$ cat src/rtl/alu_result_latch_if.sv
// Sequencer <-> result-latch bundle: request, operand bus and latched outputs.
// The sequencer side is the master; the latch itself is the slave.
interface alu_result_latch_if;
  logic       start;
  logic [2:0] func;
  logic       ld_cond;
  logic [7:0] b_in;
  logic [7:0] and_in;
  logic [7:0] or_in;
  logic [7:0] xor_in;
  logic [7:0] not_in;
  logic [7:0] sum_in;
  logic       carry_in;
  logic       busy;
  logic       done;
  logic [7:0] result;
  logic       flag_z;
  logic       flag_s;
  logic       flag_c;

  modport master (
    output start, func, ld_cond, b_in, and_in, or_in, xor_in, not_in, sum_in, carry_in,
    input  busy, done, result, flag_z, flag_s, flag_c
  );

  modport slave (
    input  start, func, ld_cond, b_in, and_in, or_in, xor_in, not_in, sum_in, carry_in,
    output busy, done, result, flag_z, flag_s, flag_c
  );
endinterface

$ cat src/rtl/alu_result_latch.sv
// ALU result stage: on start, waits SETTLE_CYCLES for the relay outputs to settle,
// then latches the selected result and (optionally) the Z/S/C flags.
module alu_result_latch #(
  parameter int SETTLE_CYCLES = 4,
  parameter int CNT_W         = 4
) (
  input logic               clk,
  input logic               reset_n,
  alu_result_latch_if.slave bus
);
  localparam logic [1:0] IDLE   = 2'b00;
  localparam logic [1:0] SETTLE = 2'b01;
  localparam logic [1:0] DONE   = 2'b10;

  localparam logic [2:0] F_ADD = 3'b000;
  localparam logic [2:0] F_INC = 3'b001;
  localparam logic [2:0] F_AND = 3'b010;
  localparam logic [2:0] F_OR  = 3'b011;
  localparam logic [2:0] F_XOR = 3'b100;
  localparam logic [2:0] F_NOT = 3'b101;
  localparam logic [2:0] F_SHL = 3'b110;

  localparam logic [CNT_W-1:0] CNT_LOAD = CNT_W'(SETTLE_CYCLES - 1);

  logic [1:0]       state;
  logic [CNT_W-1:0] cnt;
  logic [2:0]       func_q;
  logic             ld_q;
  logic [7:0]       sel;
  logic             carry_sel;
  logic             busy_q;
  logic             done_q;
  logic [7:0]       result_q;
  logic             z_q;
  logic             s_q;
  logic             c_q;

  // Operand mux keyed on the func captured at start, never the live port.
  always_comb begin
    sel       = 8'h00;
    carry_sel = 1'b0;
    case (func_q)
      F_ADD, F_INC: begin
        sel       = bus.sum_in;
        carry_sel = bus.carry_in;
      end
      F_AND:   sel = bus.and_in;
      F_OR:    sel = bus.or_in;
      F_XOR:   sel = bus.xor_in;
      F_NOT:   sel = bus.not_in;
      F_SHL:   sel = {bus.b_in[6:0], bus.b_in[7]};
      default: sel = 8'h00;
    endcase
  end

  always_ff @(posedge clk or negedge reset_n) begin
    if (!reset_n) begin
      state    <= IDLE;
      cnt      <= '0;
      func_q   <= 3'b000;
      ld_q     <= 1'b0;
      busy_q   <= 1'b0;
      done_q   <= 1'b0;
      result_q <= 8'h00;
      z_q      <= 1'b0;
      s_q      <= 1'b0;
      c_q      <= 1'b0;
    end else begin
      case (state)
        IDLE: begin
          done_q <= 1'b0;
          if (bus.start) begin
            func_q <= bus.func;
            ld_q   <= bus.ld_cond;
            cnt    <= CNT_LOAD;
            busy_q <= 1'b1;
            state  <= SETTLE;
          end
        end
        SETTLE: begin
          if (cnt != '0) begin
            cnt <= cnt - 1'b1;
          end else begin
            result_q <= sel;
            if (ld_q) begin
              z_q <= (sel == 8'h00);
              s_q <= sel[7];
              c_q <= carry_sel;
            end
            busy_q <= 1'b0;
            done_q <= 1'b1;
            state  <= DONE;
          end
        end
        DONE: begin
          done_q <= 1'b0;
          state  <= IDLE;
        end
        default: begin
          busy_q <= 1'b0;
          done_q <= 1'b0;
          state  <= IDLE;
        end
      endcase
    end
  end

  assign bus.busy   = busy_q;
  assign bus.done   = done_q;
  assign bus.result = result_q;
  assign bus.flag_z = z_q;
  assign bus.flag_s = s_q;
  assign bus.flag_c = c_q;
endmodule

$ cat src/flat_wrapper.sv
// flat-port wrapper written by rule: the top's interface ports become plain ports
module alu_result_latch_flat 
#(
  parameter int SETTLE_CYCLES = 4,
  parameter int CNT_W         = 4
)
  (clk, reset_n, bus_start, bus_func, bus_ld_cond, bus_b_in, bus_and_in, bus_or_in, bus_xor_in, bus_not_in, bus_sum_in, bus_carry_in, bus_busy, bus_done, bus_result, bus_flag_z, bus_flag_s, bus_flag_c);
  alu_result_latch_if bus_i ();
  input logic clk;
  input logic reset_n;
  input wire logic [$bits(bus_i.start)-1:0] bus_start;
  input wire logic [$bits(bus_i.func)-1:0] bus_func;
  input wire logic [$bits(bus_i.ld_cond)-1:0] bus_ld_cond;
  input wire logic [$bits(bus_i.b_in)-1:0] bus_b_in;
  input wire logic [$bits(bus_i.and_in)-1:0] bus_and_in;
  input wire logic [$bits(bus_i.or_in)-1:0] bus_or_in;
  input wire logic [$bits(bus_i.xor_in)-1:0] bus_xor_in;
  input wire logic [$bits(bus_i.not_in)-1:0] bus_not_in;
  input wire logic [$bits(bus_i.sum_in)-1:0] bus_sum_in;
  input wire logic [$bits(bus_i.carry_in)-1:0] bus_carry_in;
  output wire logic [$bits(bus_i.busy)-1:0] bus_busy;
  output wire logic [$bits(bus_i.done)-1:0] bus_done;
  output wire logic [$bits(bus_i.result)-1:0] bus_result;
  output wire logic [$bits(bus_i.flag_z)-1:0] bus_flag_z;
  output wire logic [$bits(bus_i.flag_s)-1:0] bus_flag_s;
  output wire logic [$bits(bus_i.flag_c)-1:0] bus_flag_c;
  assign bus_i.start = bus_start;
  assign bus_i.func = bus_func;
  assign bus_i.ld_cond = bus_ld_cond;
  assign bus_i.b_in = bus_b_in;
  assign bus_i.and_in = bus_and_in;
  assign bus_i.or_in = bus_or_in;
  assign bus_i.xor_in = bus_xor_in;
  assign bus_i.not_in = bus_not_in;
  assign bus_i.sum_in = bus_sum_in;
  assign bus_i.carry_in = bus_carry_in;
  assign bus_busy = bus_i.busy;
  assign bus_done = bus_i.done;
  assign bus_result = bus_i.result;
  assign bus_flag_z = bus_i.flag_z;
  assign bus_flag_s = bus_i.flag_s;
  assign bus_flag_c = bus_i.flag_c;
  alu_result_latch #(.SETTLE_CYCLES(SETTLE_CYCLES), .CNT_W(CNT_W)) u_core (.clk(clk), .reset_n(reset_n), .bus(bus_i));
endmodule
$ cat config.mk
export PLATFORM = sky130hd
export DESIGN_NAME = alu_result_latch_flat
export DESIGN_NICKNAME = d
export VERILOG_FILES = /design/src/rtl/alu_result_latch_if.sv /design/src/rtl/alu_result_latch.sv /design/src/flat_wrapper.sv
export SDC_FILE = /design/constraint.sdc
export NUM_CORES = 1
export LEC_CHECK = 0
export ABC_AREA = 1
export CORE_AREA = 2 2 61 63
export DETAILED_ROUTE_END_ITERATION = 7
export DIE_AREA = 0 0 63 65
export PLACE_DENSITY = 0.83
export SYNTH_ARGS = -nofsm -noshare
export SYNTH_HDL_FRONTEND = slang
export SYNTH_SLANG_ARGS = --single-unit
$ cat constraint.sdc
create_clock -name clk -period 2.7 [get_ports clk]
set_clock_uncertainty 0.15 [all_clocks]
set_input_delay 0.54 -clock clk [delete_from_list [all_inputs] [get_ports clk]]
set_output_delay 0.54 -clock clk [all_outputs]
set_load 0.02 [all_outputs]
==> impl_metrics.py, run 1 <==
metrics = {
    "status": {
        "status": "finished clean",
    },
    "floorplan": {
        "die_w_um": 63,
        "die_h_um": 65,
        "start_util": 0.422,
        "rows": 22,
        "ios": 69,
        "dieArea_mm2": 0.00410,
        "core-area_mm2": 0.00350,
    },
    "synthesis": {
        "ys_seq_elements": 23,
        "synth_area_per_cell_um2": 7.41,
        "synth-seq-area-share": 0.390,
        "synth_top_family_by_area": "simple AND/OR/NAND/NOR gates",
        "synth_mux_area_frac": 0,
        "synth.distinct_cells": 27,
        "synth.cell_area_mm2": 0.00147,
        "synth_compound_area_frac": 0.0883,
        "synth_fa_ha_area_frac": 0.00849,
        "synthSimpleGateAreaFrac": 0.391,
        "syn_inst": 199,
        "synth.net_count": 256,
        "synth_xor_xnor_area_share": 0,
        "yosysWarningCount": 0,
    },
    "route": {
        "dr_total_vias": 1533,
        "dr.first_iter.drc_count": 67,
        "drc": 0,
        "wire_per_inst_um": 11.4,
        "ant_nets": 0,
        "via_per_inst": 4.93,
        "finalWirelength_mm": 3.53,
        "drtPass1Iterations": 4,
    },
    "layout": {
        "area_delta_synth_final_pct": 46.9,
        "nets": 321,
        "register_area_um2": 576,
        "diodes": 0,
        "layout-drive-gt1-share": 0.0760,
        "multi_input_area_um2": 719,
        "final_area_mm2": 0.00217,
        "instances_no_fill": 311,
        "nFillCells": 312,
    },
    "worst_setup_path": {
        "path_class": "flop to flop",
        "slowest_delay_ps": 790,
        "cp_max_fo": 17,
        "path_cells": "inv_2, nand3_1, o21ai_0, nor2_1, nand3_2, nor2_1, nand2_1, nand2_1",
        "cpMaxStageDelayCell": "dfrtp_1",
        "worstPathArrival_ps": 2090,
        "startpoint_type": "flop",
        "worst-path-buf-inv": 1,
        "crit_path_end_kind": "flop",
        "crit_family": "flip-flops",
        "required_ps": 2800,
    },
    "placement": {
        "place_inst": 307,
        "placed_cell_area_mm2": 0.00214,
        "dp_hpwl_mm": 2.93,
        "gp_congestion": 0.847,
        "io_buffers": 68,
    },
    "clocking": {
        "insertion_delay_ps": 310,
        "tritoncts": "done",
        "cts.sinks": 23,
        "cts-resized-gates": 0,
        "cts_root_buffer": "clkbuf_4",
        "cts_hold_buf": 0,
        "htreeDepth": 1,
        "cts_setup_buffers": 0,
        "cts_buffers": 3,
        "cts_max_path_buffers": 2,
        "clk_pin_slew_ps": 120,
    },
    "global_route": {
        "grt-ovfl-total": 0,
        "grt_use_total": 0.182,
        "grt_pass1_vias": 1352,
        "grt_pass1_wl_mm": 5.97,
        "antenna_found_initial": 0,
        "grt_start_max_net_pins": 24,
    },
    "run": {
        "cap_violations": 0,
    },
    "power": {
        "pwr-share-clk": 0.077,
        "p_int_uw": 1030,
        "p_switching_uw": 964,
        "cellPowerDensity_mw_per_mm2": 923,
        "p_leak_uw": 0.000971,
        "ir_worst_vdd_v": 0.000343,
        "power_uw": 2000,
        "swShare": 0.482,
        "seq_power_share": 0.343,
        "pwr-share-comb": 0.580,
    },
    "timing": {
        "worst_slew_pin_slew_ps": 662,
        "rsz0062_at_grt": "no",
        "whs_ps": 344,
        "slew_viol_final": 0,
        "final.min_clock_period_ps": 1980,
        "slew-limit-headroom": 0.559,
        "hold_viol": 0,
        "setup_tns_ps": 0,
        "max_freq_mhz": 504,
        "layout_worst_path_cycle_share": 0.734,
        "finalSetupViolCount": 0,
    },
    "worst_hold_path": {
        "hold_path.class": "flop to flop",
    },
}
==> final cells by class <==
| type | count | share of cell area |
|---|---|---|
| Clock buffer | 4 | 0.0121 |
| Multi-Input combinational cell | 143 | 0.332 |
| Inverter | 23 | 0.0410 |
| Sequential cell | 23 | 0.266 |
| Timing Repair Buffer | 70 | 0.321 |
| Tap cell | 48 | 0.0277 |
==> cells in the mapped netlist, drive strengths merged <==
| cell type | count | share of area |
|---|---|---|
| nand2 | 51 | 0.13 |
| nand4 | 23 | 0.11 |
| inv | 20 | 0.053 |
| ha | 1 | 0.0085 |
| o21a | 1 | 0.0051 |
| a31oi | 3 | 0.013 |
| nor2 | 20 | 0.063 |
| nor3 | 4 | 0.017 |
| clkinv | 3 | 0.0076 |
| buf | 10 | 0.061 |
| o21ai | 17 | 0.058 |
| dfrtp | 23 | 0.39 |
| and2 | 1 | 0.0042 |
| nand3 | 19 | 0.068 |
| a21oi | 3 | 0.013 |
==> layout by cell type, fill, tap and decap left out, drive strengths merged <==
master,count
nand4,23
buf,2
nand3,19
clkdlybuf4s50,68
nor2,20
nor3,4
nand2,51
ha,1
a31oi,3
clkinv,3
a21oi,3
inv,20
and2,1
o21ai,17
clkbuf,4
o21a,1
dfrtp,23
==> sequential cells by signal, indices dropped and copies added, names as in the netlist <==
signal and count:
u_core.bus.done 1, u_core.bus.flag_z 1, u_core.cnt 4, u_core.bus.busy 1
u_core.ld_q 1, u_core.func_q 3, u_core.bus.flag_c 1, u_core.state 2
u_core.bus.flag_s 1, u_core.bus.result 8
==> cell families after synthesis <==
kind of cell | after synthesis
AOI/OAI and AO/OA | 24
adders and majority gates | 1
buffers and inverters | 33
DFF | 23
and+or+nand+nor | 118
==> power by group through the flow <==
stage	Combinational (uW)	Clock, uW	Sequential, uW
floorplan	842	0	684
global placement	1150	0	688
detailed placement	1170	0	697
CTS	1170	159	688
global route	1300	175	719
finish	1160	154	686
==> tightest hold or removal path, cell delays in order (launching register included) <==
cell and delay (ps):
dfrtp_1 370, nand2_1 50, nand2_1 50
==> final timing paths <==
kind | startpoint | end | slack, ps | depth (start not counted)
setup reg to reg | u_core.func_q[0]$_DFFE_PN0P_ | u_core.bus.flag_z$_DFFE_PN0P_ | 720 | 8
hold reg to reg | u_core.bus.done$_DFFE_PN0P_ | u_core.bus.done$_DFFE_PN0P_ | 340 | 2
max in group asynchronous | reset_n | u_core.bus.flag_c$_DFFE_PN0P_ | 1760 | 2
min in group asynchronous | reset_n | u_core.bus.busy$_DFFE_PN0P_ | 410 | 2
setup / recovery | u_core.func_q[0]$_DFFE_PN0P_ | u_core.bus.flag_z$_DFFE_PN0P_ | 720 | 8
hold / removal | u_core.bus.done$_DFFE_PN0P_ | u_core.bus.done$_DFFE_PN0P_ | 340 | 2
==> metal layers <==
metal  vias up  wire [um]  part of all wire  global-route usage
met5         -          0                 0                   0
met4         0         40             0.011              0.0667
met3         4        220             0.062              0.0260
met2        59       1740              0.49               0.294
met1       678       1540              0.43               0.248
li1        792          -                 -                   -
==> through the flow <==
stage / worst slack (ps) / utilization
after global placement: 762 / 0.612
final: 717 / 0.620
after global routing: 549 / 0.620
after floorplan: 1160 / -
after detailed placement: 737 / 0.612
after CTS: 694 / 0.620
No activity file was read; power rests on OpenSTA's default activity.
==> inputs of run 2 (changes only) <==
--- a/config.mk
+++ b/config.mk
@@ -6,10 +6,10 @@
 export NUM_CORES = 1
 export LEC_CHECK = 0
 export ABC_AREA = 1
-export CORE_AREA = 2 2 61 63
+export CORE_AREA = 2 2 67 69
 export DETAILED_ROUTE_END_ITERATION = 7
-export DIE_AREA = 0 0 63 65
-export PLACE_DENSITY = 0.83
+export DIE_AREA = 0 0 69 71
+export PLACE_DENSITY = 0.73
 export SYNTH_ARGS = -nofsm -noshare
 export SYNTH_HDL_FRONTEND = slang
 export SYNTH_SLANG_ARGS = --single-unit
==> constraint.sdc (replaced) <==
create_clock -name clk -period 1.65 [get_ports clk]
set_clock_uncertainty 0.15 [all_clocks]
set_input_delay 0.33 -clock clk [delete_from_list [all_inputs] [get_ports clk]]
set_output_delay 0.33 -clock clk [all_outputs]
set_load 0.02 [all_outputs]
==> run 2 against run 1 <==
Against the previous run:
- via count up 4.0%
- critical path depth is the same
- non-clock buffer count grew 15
- global-route usage is 0.99 points lower
- first-iteration DRC count rose by 36%
==> impl_metrics.py, run 2 (same netlist as run 1, synthesis figures left out) <==
metrics = {
    "route": {
        "ant_nets": 0,
        "via_per_inst": 4.83,
        "drtPass1Iterations": 6,
        "dr_total_vias": 1595,
        "wire_per_inst_um": 12.0,
        "finalWirelength_mm": 3.97,
        "drc": 0,
        "dr.first_iter.drc_count": 91,
    },
    "clocking": {
        "tritoncts": "done",
        "cts_root_buffer": "clkbuf_8",
        "insertion_delay_ps": 260,
        "clk_pin_slew_ps": 70,
        "cts.sinks": 23,
        "cts_buffers": 3,
        "cts_hold_buf": 0,
        "cts_max_path_buffers": 2,
        "htreeDepth": 1,
    },
    "global_route": {
        "grt_use_total": 0.172,
        "antenna_found_initial": 0,
        "grt_pass1_wl_mm": 6.80,
        "grt_start_max_net_pins": 24,
        "grt_pass1_vias": 1451,
        "grt-ovfl-total": 0,
    },
    "floorplan": {
        "rows": 24,
        "dieArea_mm2": 0.00490,
        "start_util": 0.351,
        "die_h_um": 71,
        "ios": 69,
        "core-area_mm2": 0.00420,
        "die_w_um": 69,
    },
    "power": {
        "swShare": 0.462,
        "power_uw": 3780,
        "p_int_uw": 2040,
        "seq_power_share": 0.279,
        "pwr-share-comb": 0.631,
        "pwr-share-clk": 0.090,
        "ir_worst_vdd_v": 0.000561,
        "p_switching_uw": 1750,
        "cellPowerDensity_mw_per_mm2": 1600,
        "p_leak_uw": 0.00110,
    },
    "timing": {
        "rsz0062_at_grt": "yes",
        "slew_viol_final": 0,
        "worst_slew_pin_slew_ps": 352,
        "setup_tns_ps": 0,
        "hold_viol": 0,
        "layout_worst_path_cycle_share": 0.942,
        "max_freq_mhz": 644,
        "finalSetupViolCount": 0,
        "slew-limit-headroom": 0.764,
        "final.min_clock_period_ps": 1550,
        "whs_ps": 269,
    },
    "worst_setup_path": {
        "ff2ff_setup_slack_ps": 100,
        "r2r-start": "u_core.func_q[1]$_DFFE_PN0P_",
        "required_ps": 1660,
        "worstPathArrival_ps": 1570,
        "path_class": "flop to flop",
        "worst_r2r_path_depth": 8,
        "startpoint_type": "flop",
        "crit_path_end_kind": "flop",
        "rr_endpoint": "u_core.bus.flag_z$_DFFE_PN0P_",
        "cp_max_fo": 8,
    },
    "layout": {
        "multi_input_area_um2": 756,
        "nFillCells": 413,
        "layout_common_cells": "clkdlybuf4s50_1 (55), nand2_1 (49), nand4_1 (21)",
        "utilization": 0.563,
        "largest_reg_flops": 8,
        "nets": 336,
        "register_area_um2": 579,
        "instances_no_fill": 330,
        "layout-drive-gt1-share": 0.173,
        "diodes": 0,
        "final_common_cell": "clkdlybuf4s50_1",
        "area_delta_synth_final_pct": 60.7,
    },
    "status": {
        "status": "finished clean",
    },
    "placement": {
        "gp_congestion": 0.832,
        "io_buffers": 68,
        "dp_hpwl_mm": 3.29,
        "place_inst": 325,
    },
    "worst_hold_path": {
        "hold_path.class": "primary input to async pin",
    },
    "run": {
        "cap_violations": 0,
    },
}
## run 2: changes by cell type in the layout (fill, tap and decap cells not counted), sizes merged
cell           before  now
clkdlybuf4s50      68   55
clkbuf              4    5
buf                 2   16
dlygate4sd2         0   13
## run 2: worst max-delay path: stages, from the launching register on
cell     delay [ps]
dfrtp_2         490
inv_4            90
nor3_2          290
and2_1          180
nor2_1           60
nand3_2          80
nor2_2           30
nand2_1          50
nand2_1          40
## run 2: power groups by stage
stage / registers, uW / clock network, uW / logic (uW)
2_1_floorplan: 1120 / 0 / 1380
3_3_place_gp: 1030 / 0 / 2300
3_5_place_dp: 1050 / 0 / 2330
4_1_cts: 1030 / 353 / 2230
5_1_grt: 1100 / 380 / 2670
6_report: 1060 / 339 / 2390
## run 2: worst max path at each step
stage                                      start                             to  slack, ps  cells after the start
global placement                     bus_b_in[6]  u_core.bus.flag_z$_DFFE_PN0P_         -3                      8
global route        u_core.func_q[1]$_DFFE_PN0P_  u_core.bus.flag_z$_DFFE_PN0P_        -40                      8
detailed placement                 bus_not_in[5]  u_core.bus.flag_z$_DFFE_PN0P_         -8                     10
floorplan              u_core.cnt[0]$_DFFE_PN0P_  u_core.bus.flag_z$_DFFE_PN0P_        110                     10
finish              u_core.func_q[1]$_DFFE_PN0P_  u_core.bus.flag_z$_DFFE_PN0P_        100                      8
CTS                 u_core.func_q[2]$_DFFE_PN0P_  u_core.bus.flag_z$_DFFE_PN0P_          6                      8
## run 2: timing repair
item	CTS	global route
cloned	0	1
gates resized for setup	14	21
setup endpoints to repair	14	9
pin swaps	0	3
setup buffers	0	0
## run 2: per-stage QoR
| step | instance area (um^2) | setup slack (ps) |
|---|---|---|
| after floorplan | 1470 | 114 |
| after global placement | 2260 | -2.80 |
| after detailed placement | 2260 | -8.04 |
| after CTS | 2290 | 5.72 |
| after global routing | 2370 | -44.8 |
| final | 2370 | 96.4 |
## run 2: layer usage
metal  part of all wire  GRT usage
met5                  0          0
met3              0.055     0.0356
met4              0.020     0.0697
met1               0.43      0.218
met2               0.50      0.287
## run 2: final cells by class
cell class	count	share of cell area
timing repair buffer	85	0.350
sequential	23	0.245
tap	52	0.0275
inverter	23	0.0396
clock buffer	4	0.0190
multi-input combinational	143	0.319
==> inputs of run 3 (changes only) <==
--- a/config.mk
+++ b/config.mk
@@ -6,10 +6,11 @@
 export NUM_CORES = 1
 export LEC_CHECK = 0
 export ABC_AREA = 1
-export CORE_AREA = 2 2 67 69
+export CORE_AREA = 2 2 65 74
+export CTS_BUF_LIST = sky130_fd_sc_hd__clkbuf_16
 export DETAILED_ROUTE_END_ITERATION = 7
-export DIE_AREA = 0 0 69 71
-export PLACE_DENSITY = 0.73
+export DIE_AREA = 0 0 67 76
+export PLACE_DENSITY = 0.71
 export SYNTH_ARGS = -nofsm -noshare
 export SYNTH_HDL_FRONTEND = slang
 export SYNTH_SLANG_ARGS = --single-unit
==> run 3 against run 2 <==
Against the previous run:
- flip-flop and latch count unchanged
- critical path depth increased by 2
- via count rose by 2.6%
- sequential share of layout area decreased by 1.1 points
- largest cell class unchanged
- non-clock buffer count rose by 3
- clock power increased by 60%
==> impl_metrics.py, run 3 (same netlist as run 1, synthesis figures left out) <==
metrics = {
    "clocking": {
        "cts_buffers": 3,
        "htreeDepth": 1,
        "clk_pin_slew_ps": 60,
        "cts.sinks": 23,
        "tritoncts": "done",
        "cts_root_buffer": "clkbuf_16",
        "cts_max_path_buffers": 2,
        "insertion_delay_ps": 270,
    },
    "worst_setup_path": {
        "startpoint_type": "flop",
        "path_class": "flop to flop",
        "crit_path_end_kind": "flop",
        "cp_max_fo": 5,
        "required_ps": 1700,
        "ff2ff_setup_slack_ps": 9,
        "worstPathArrival_ps": 1690,
        "worst_r2r_path_depth": 10,
        "rr_endpoint": "u_core.bus.flag_z$_DFFE_PN0P_",
        "r2r-start": "u_core.func_q[0]$_DFFE_PN0P_",
    },
    "timing": {
        "slew-limit-headroom": 0.813,
        "slew_viol_final": 0,
        "max_freq_mhz": 609,
        "whs_ps": 262,
        "layout_worst_path_cycle_share": 0.995,
        "worst_slew_pin_slew_ps": 280,
        "hold_viol": 0,
        "rsz0062_at_grt": "yes",
        "final.min_clock_period_ps": 1640,
        "finalSetupViolCount": 0,
    },
    "global_route": {
        "grt_pass1_wl_mm": 6.58,
        "grt_start_max_net_pins": 24,
        "grt_use_total": 0.165,
        "grt_pass1_vias": 1481,
        "grt-ovfl-total": 0,
        "antenna_found_initial": 0,
    },
    "route": {
        "ant_nets": 0,
        "dr.first_iter.drc_count": 108,
        "dr_total_vias": 1637,
        "wire_per_inst_um": 12.9,
        "via_per_inst": 4.86,
        "drc": 0,
        "drtPass1Iterations": 4,
        "finalWirelength_mm": 4.36,
    },
    "floorplan": {
        "die_w_um": 67,
        "rows": 26,
        "core-area_mm2": 0.00442,
        "dieArea_mm2": 0.00509,
        "start_util": 0.333,
        "ios": 69,
        "die_h_um": 76,
    },
    "placement": {
        "dp_hpwl_mm": 3.28,
        "io_buffers": 68,
        "place_inst": 325,
        "placed_cell_area_mm2": 0.00224,
        "gp_congestion": 0.791,
    },
    "layout": {
        "layout_common_cells": "clkdlybuf4s50_1 (55), nand2_1 (48), nand4_1 (21)",
        "instances_no_fill": 337,
        "final_common_cell": "clkdlybuf4s50_1",
        "layout-drive-gt1-share": 0.206,
        "area_delta_synth_final_pct": 68.2,
        "utilization": 0.560,
        "nFillCells": 434,
        "final_area_mm2": 0.00248,
        "diodes": 0,
        "largest_reg_flops": 8,
        "nets": 339,
    },
    "power": {
        "pwr-share-clk": 0.129,
        "power_uw": 4210,
        "pwr-share-comb": 0.622,
        "p_int_uw": 2320,
        "p_leak_uw": 0.00114,
        "swShare": 0.448,
        "ir_worst_vdd_v": 0.000764,
        "cellPowerDensity_mw_per_mm2": 1700,
        "p_switching_uw": 1880,
        "seq_power_share": 0.249,
    },
    "worst_hold_path": {
        "hold_path.class": "primary input to async pin",
    },
    "status": {
        "status": "finished clean",
    },
    "run": {
        "cap_violations": 0,
    },
}
==> run 3: cell count changes in the layout (fill, tap and decap cells not counted), moves of 2 or more <==
cell / before / now
clkbuf_8: 3 / 0
nor2_1: 11 / 9
o21ai_1: 3 / 5
o21ai_0: 13 / 11
inv_1: 15 / 13
inv_2: 2 / 6
nor2_2: 7 / 9
clkbuf_16: 1 / 5
==> run 3: area by class of cell <==
| type | instances | area [um^2] | share of cell area |
|---|---|---|---|
| clock buffers | 3 | 75.1 | 0.0303 |
| well taps | 56 | 70.1 | 0.0283 |
| inverters | 23 | 91.3 | 0.0369 |
| flip-flops and latches | 23 | 579 | 0.234 |
| clock inverters | 1 | 5.00 | 0.00202 |
| repair buffers | 88 | 881 | 0.355 |
| multi-input cells | 143 | 777 | 0.313 |
==> run 3: worst max path at each step <==
stage | cells after the start | to | slack [ps] | from
3_3_place_gp | 8 | u_core.bus.flag_z$_DFFE_PN0P_ | -4 | bus_b_in[6]
6_report | 10 | u_core.bus.flag_z$_DFFE_PN0P_ | 9 | u_core.func_q[0]$_DFFE_PN0P_
3_5_place_dp | 10 | u_core.bus.flag_z$_DFFE_PN0P_ | -20 | bus_not_in[5]
4_1_cts | 11 | u_core.bus.flag_z$_DFFE_PN0P_ | 4 | u_core.func_q[0]$_DFFE_PN0P_
2_1_floorplan | 10 | u_core.bus.flag_z$_DFFE_PN0P_ | 110 | u_core.cnt[0]$_DFFE_PN0P_
5_1_grt | 8 | u_core.bus.flag_z$_DFFE_PN0P_ | -50 | u_core.func_q[1]$_DFFE_PN0P_
==> run 3: repair_timing <==
action,CTS,global route
setup endpoints to repair,14,7
cloned,0,2
buffers inserted,0,6
gates resized for setup,14,33
pin swaps,0,14
hold buffers,0,0
==> run 3: critical path, stage by stage (launching register included) <==
cell	delay, ps
dfrtp_2	410
buf_6	140
nor2_4	50
buf_4	150
nand3_1	60
nand4_1	120
nor2_1	170
nand2_1	70
nor2_1	130
nand2_1	70
nand2_1	50
==> run 3: routing by layer <==
layer | GRT usage | vias to the layer above | share of wire
met4 | 0.0592 | 0 | 0.018
met3 | 0.0295 | 7 | 0.062
li1 | - | 829 | -
met5 | 0 | - | 0
met1 | 0.218 | 741 | 0.41
met2 | 0.266 | 60 | 0.51
==> run 3: power by group through the flow <==
| stage | Combinational [uW] | Clock, uW | Sequential, uW |
|---|---|---|---|
| after floorplan | 1380 | 0 | 1120 |
| after CTS | 2160 | 531 | 1020 |
| final | 2620 | 544 | 1050 |
| after global routing | 2890 | 567 | 1080 |
| after global placement | 2240 | 0 | 1020 |
| after detailed placement | 2250 | 0 | 1030 |
==> run 3: metrics by stage <==
step	setup slack, ps	TNS, ps
after CTS	3.66	0
after global routing	-48.3	-70.8
after global placement	-4.34	-4.34
after floorplan	114	0
after detailed placement	-16.8	-16.8
final	8.84	0
